$ cat src/rtl/rand_pkg.sv
// rtl/rand_pkg.sv - shared width, state encoding and mask helper for rand_range_reducer
package rand_pkg;

  localparam int RAND_WIDTH = 13;

  typedef enum logic [1:0] {
    IDLE = 2'd0,
    DIV  = 2'd1,
    REJ  = 2'd2,
    DONE = 2'd3
  } rand_state_t;

  // Smallest all-ones mask covering n-1, so that (word & mask) spans at least [0, n-1].
  function automatic logic [RAND_WIDTH-1:0] ceil_pow2_mask(input logic [RAND_WIDTH-1:0] n);
    logic [RAND_WIDTH-1:0] m;
    m = '0;
    for (int i = 0; i < RAND_WIDTH; i++) begin
      if (m < (n - RAND_WIDTH'(1))) m = {m[RAND_WIDTH-2:0], 1'b1};
    end
    return m;
  endfunction

endpackage

$ cat src/rtl/rand_range_reducer_mod_step.sv
// rtl/rand_range_reducer_mod_step.sv - one restoring-modulo iteration (shift, compare, subtract)
module mod_step #(
  parameter int WIDTH = 13
) (
  input  logic [WIDTH-1:0] i_rem,
  input  logic             i_bit,
  input  logic [WIDTH-1:0] i_divisor,
  output logic [WIDTH-1:0] o_rem
);

  // The shifted remainder needs WIDTH+1 bits: with a divisor >= 2^(WIDTH-1) the
  // previous remainder may already have its MSB set before the shift.
  logic [WIDTH:0] w_shift;
  logic [WIDTH:0] w_diff;

  assign w_shift = {i_rem, i_bit};
  assign w_diff  = w_shift - {1'b0, i_divisor};

  // Restore when the shifted value is below the divisor; either result fits in WIDTH bits.
  always_comb begin
    o_rem = w_shift[WIDTH-1:0];
    if (w_shift >= {1'b0, i_divisor}) o_rem = w_diff[WIDTH-1:0];
  end

endmodule

$ cat src/rtl/rand_range_reducer.sv
// rtl/rand_range_reducer.sv - request/response reducer of the LFSR word into [0, N-1]; optional RAND_UNBIASED_EN rejection sampling
module rand_range_reducer
  import rand_pkg::*;
#(
  parameter int WIDTH     = RAND_WIDTH,
  parameter int MAX_RETRY = 4
) (
  input  logic             clk,
  input  logic             rst_n,
  input  logic [WIDTH-1:0] rand_in,
  input  logic [WIDTH-1:0] range_in,
  input  logic             req_valid,
  output logic             req_ready,
  output logic             rsp_valid,
  input  logic             rsp_ready,
  output logic [WIDTH-1:0] rsp_value,
  output logic             rsp_err
);

  localparam int CW = $clog2(WIDTH);

  rand_state_t      r_state;
  logic [WIDTH-1:0] r_dividend;
  logic [WIDTH-1:0] r_divisor;
  logic [WIDTH-1:0] r_rem;
  logic [CW-1:0]    r_cnt;
  logic             r_req_ready;
  logic             r_rsp_valid;
  logic [WIDTH-1:0] r_rsp_value;
  logic             r_rsp_err;
  logic [WIDTH-1:0] w_rem_next;

`ifdef RAND_UNBIASED_EN
  localparam int RW = $clog2(MAX_RETRY + 1);
  logic [WIDTH-1:0] r_mask;
  logic [RW-1:0]    r_retry;
  logic [WIDTH-1:0] w_sample;

  // Fresh LFSR word every rejection cycle, narrowed to the smallest covering power of two.
  assign w_sample = rand_in & r_mask;
`else
  logic w_unused_retry;
  assign w_unused_retry = (MAX_RETRY != 0);
`endif

  mod_step #(.WIDTH(WIDTH)) u_mod_step (
    .i_rem     (r_rem),
    .i_bit     (r_dividend[r_cnt]),
    .i_divisor (r_divisor),
    .o_rem     (w_rem_next)
  );

  assign req_ready = r_req_ready;
  assign rsp_valid = r_rsp_valid;
  assign rsp_value = r_rsp_value;
  assign rsp_err   = r_rsp_err;

  // Control FSM: accept one request, reduce it, hold the result until consumed.
  always_ff @(posedge clk or negedge rst_n) begin
    if (!rst_n) begin
      r_state     <= IDLE;
      r_dividend  <= '0;
      r_divisor   <= '0;
      r_rem       <= '0;
      r_cnt       <= '0;
      r_req_ready <= 1'b1;
      r_rsp_valid <= 1'b0;
      r_rsp_value <= '0;
      r_rsp_err   <= 1'b0;
`ifdef RAND_UNBIASED_EN
      r_mask      <= '0;
      r_retry     <= '0;
`endif
    end else begin
      case (r_state)
        IDLE: begin
          if (req_valid) begin
            r_dividend  <= rand_in;
            r_divisor   <= range_in;
            r_rem       <= '0;
            r_cnt       <= CW'(WIDTH - 1);
            r_req_ready <= 1'b0;
            if (range_in == '0) begin
              r_rsp_err <= 1'b1;
              r_state   <= DONE;
            end else begin
              r_rsp_err <= 1'b0;
`ifdef RAND_UNBIASED_EN
              r_mask    <= ceil_pow2_mask(range_in);
              r_retry   <= '0;
              r_state   <= REJ;
`else
              r_state   <= DIV;
`endif
            end
          end
        end
        DIV: begin
          r_rem <= w_rem_next;
          if (r_cnt == '0) r_state <= DONE;
          else             r_cnt   <= r_cnt - CW'(1);
        end
`ifdef RAND_UNBIASED_EN
        REJ: begin
          if (w_sample < r_divisor) begin
            r_rem   <= w_sample;
            r_state <= DONE;
          end else if (r_retry == RW'(MAX_RETRY - 1)) begin
            // Out of retries: fall back to modulo of the word seen this cycle.
            r_dividend <= rand_in;
            r_rem      <= '0;
            r_cnt      <= CW'(WIDTH - 1);
            r_state    <= DIV;
          end else begin
            r_retry <= r_retry + RW'(1);
          end
        end
`endif
        DONE: begin
          if (!r_rsp_valid) begin
            r_rsp_valid <= 1'b1;
            r_rsp_value <= r_rem;
          end else if (rsp_ready) begin
            r_rsp_valid <= 1'b0;
            r_req_ready <= 1'b1;
            r_state     <= IDLE;
          end
        end
        default: r_state <= IDLE;
      endcase
    end
  end

endmodule

$ cat config.mk
export PLATFORM = sky130hd
export DESIGN_NAME = rand_range_reducer
export DESIGN_NICKNAME = d
export VERILOG_FILES = /design/src/rtl/rand_pkg.sv /design/src/rtl/rand_range_reducer_mod_step.sv /design/src/rtl/rand_range_reducer.sv
export SDC_FILE = /design/constraint.sdc
export NUM_CORES = 1
export LEC_CHECK = 0
export BUFFER_PORTS_ARGS = -buffer_cell sky130_fd_sc_hd__buf_2
export CORE_UTILIZATION = 32
export CTS_CLUSTER_SIZE = 40
export DETAILED_ROUTE_END_ITERATION = 10
export SKIP_LAST_GASP = 1
export SYNTH_ARGS = -nofsm -noshare
export SYNTH_HDL_FRONTEND = slang
export SYNTH_SLANG_ARGS = --single-unit
$ cat constraint.sdc
create_clock -name clk -period 4.7 [get_ports clk]
set_clock_uncertainty 0.1 [all_clocks]
set_input_delay 0 -clock clk [delete_from_list [all_inputs] [get_ports clk]]
set_output_delay 0 -clock clk [all_outputs]
set_load 0.01 [all_outputs]
==> qor.txt <==
Primary FF master, synth: dfrtp_1
post-CTS setup buffers: 0
Tcrit/Tclk final: 74.2%
drt via density: 4.94
minimum setup slack in the final design: 1210 ps
DR WL/cell: 14.2 um
DP HPWL: 5.69 mm
GPL Wtd Cong: 0.881
clock sink count: 61
R2R cell count: 11
Mapped Cells: 361
number of synthesized register bits: 61
dpl ws: 1210 ps
Logic pwr share: 56.9%
IO Pins: 46
initial antenna violation count: 0
relative slew slack: 18.3%
final hold violations: 0
critical path startpoint: r_cnt[0]$_DFFE_PN0P_
peak supply drop: 0.000265 V
Int Pwr: 1.90 mW
synth unique cells: 55
1st-pass router iterations: 7
Die ar.: 11,000 um^2
number of H-tree levels: 3
setup violators final: 0
Sw Pwr: 1.52 mW
FFs w/ async S/R, synth: 100%
failing checks: design-rule violations
CTS root buffer: clkbuf_8
ANT nets after route: 0
CTS tree: done
number of synthesized flops with an enable pin: 0
total track usage: 15.7%
commonest non-fill, non-tap cell in the layout: nand2_1
status: complete, but fails checks
Port Buffers: 45
most frequent cells in the layout: nand2_1, dfrtp_1, buf_2
RSZ-0062 raised after global routing: no
nets: 477
Synth top area share: 44.5%
Total Wirelength: 8.08 mm
maximum fanout along the worst path: 11
Slew @ Worst Pin: 1220 ps
Mapped Area: 3370 um^2
min Tclk post-route: 3490 ps
warnings from Yosys: 0
die extent in y: 105 um
HP Class: in2async
PD cells: 813 nW/um^2
setup TNS: 0 ps
Post-Syn Nets: 406
power share of the sequential group: 29.2%
Max Freq: 0.287 GHz
Layout area overhead: 24.7%
crit path kind: reg2reg
Final Core Density: 40.9%
placed insts: 527
WP data arrival: 3640 ps
critical path capture point type: flip-flop
sequential-to-total area share from yosys stat: 45.3%
Core ar.: 10,300 um^2
Final Max Tran Viols: 0
Starting Density: 32.8%
Yosys top cell by area: dfrtp_1
Synth area leaders: dfrtp_1, nand2_1, ha_1
Final Power: 3.42 mW
initial DRC count: 166
first-pass GRT wire length: 13.5 mm
largest net degree at the start of global routing: 62
clk buf depth: 2
Reg clk slew, reported paths: 60 ps
Max Cap Violations: 0
# diodes: 0
Lkg Pwr: 1.96 nW
clock latency on the worst-skew pair: 340 ps
vias in the first global route: 2,736
DRC viols: 2
Sw Share: 44.3%
clock network fraction of total power: 13.9%
total congestion overflow: 0
reg2reg start: r_cnt[0]$_DFFE_PN0P_
vias post-DR: 2,818
Mapped Avg Cell Area: 9.35 um^2
# rows: 37
Die W: 105 um
number of buffers created by CTS: 9
Required @ worst endpoint: 4860 ps
fin cells: 571
layout cells sized above 1: 19.3%
CP startpoint kind: flip-flop
cells in the mapped netlist, types with 3 or more instances:
cell type,number
nor2_1,12
dfrtp_1,60
mux4_2,3
mux2_2,12
o21ai_0,20
nand4_1,5
ha_1,14
o211ai_1,10
nor3_1,5
inv_1,19
xnor2_1,5
xor2_1,3
nand2b_1,7
a41oi_1,3
and3_1,5
a311o_1,3
a21oi_1,15
a21o_1,4
o31ai_1,6
nand2_1,81
nand3_1,16
clkbuf_1,12
registers in the layout, indices dropped and copies added, names as in the netlist:
name and count:
r_cnt 4, rsp_valid 1, r_dividend 13, req_ready 1, rsp_value 13, rsp_err 1, r_divisor 13, r_state 2
r_rem 13
worst paths after layout:
kind / end / slack, ps
min: rsp_valid$_DFFE_PN0P_ / 250
min reg2reg: r_dividend[6]$_DFFE_PN0P_ / 380
max reg2reg: r_rem[6]$_DFFE_PN0P_ / 1210
max in group asynchronous: r_divisor[3]$_DFFE_PN0P_ / 3770
min in group clk: r_dividend[5]$_DFFE_PN0P_ / 270
max: r_rem[6]$_DFFE_PN0P_ / 1210
critical path: stages, from the launching register on:
cell       delay, ps
dfrtp_1          490
mux4_2           370
nor2b_1          140
o22ai_1          100
ha_1             220
fa_1             380
nand2b_2         210
a21o_1           200
a211oi_2         320
o31a_1           510
o2111ai_1        170
o211ai_1         180
power by group through the flow:
stage,clock network (mW),registers [mW],logic (mW)
3_5_place_dp,0,1.01,1.90
5_1_grt,0.511,1.03,2.17
2_1_floorplan,0,0.948,1.50
6_report,0.477,0.999,1.94
3_3_place_gp,0,1.00,1.87
4_1_cts,0.486,1.00,1.94
layer usage:
metal	global-route usage (%)	vias up	share of wire, %
li1	-	1423	-
met1	22.8	1310	50
met2	23.0	80	43
met3	2.25	5	6.0
met4	6.84	0	0.67
met5	0	-	0
through the flow:
step	hold slack, ps	area [um^2]
final	249	4210
after global routing	290	4210
after CTS	268	4210
after detailed placement	94.7	3710
after global placement	90.7	3710
after floorplan	-396	3370
timing repair:
| item | in CTS | in global routing |
|---|---|---|
| gates resized for setup | 0 | 0 |
| hold buffers | 30 | 0 |
| hold endpoints to repair | 90 | 0 |
| setup endpoints to repair | 0 | 0 |
logic make-up after synthesis:
| group | synth area share, % |
|---|---|
| and+or+nand+nor | 19.7 |
| AOI/OAI and AO/OA | 16.1 |
| DFF | 45.3 |
| buffers and inverters | 4.49 |
| muxes | 6.60 |
| adders and majority gates | 5.78 |
| xor gates and xnor gates | 2.08 |
layout make-up:
type / instances / area, um^2
fill: 1046 / 6070
multi-input combinational: 264 / 1700
sequential: 61 / 1530
timing repair buffer: 77 / 541
tap: 136 / 170
clock buffer: 13 / 169
inverter: 19 / 71.3
clock inverter: 1 / 30.0
No activity file was read; power rests on OpenSTA's default activity.
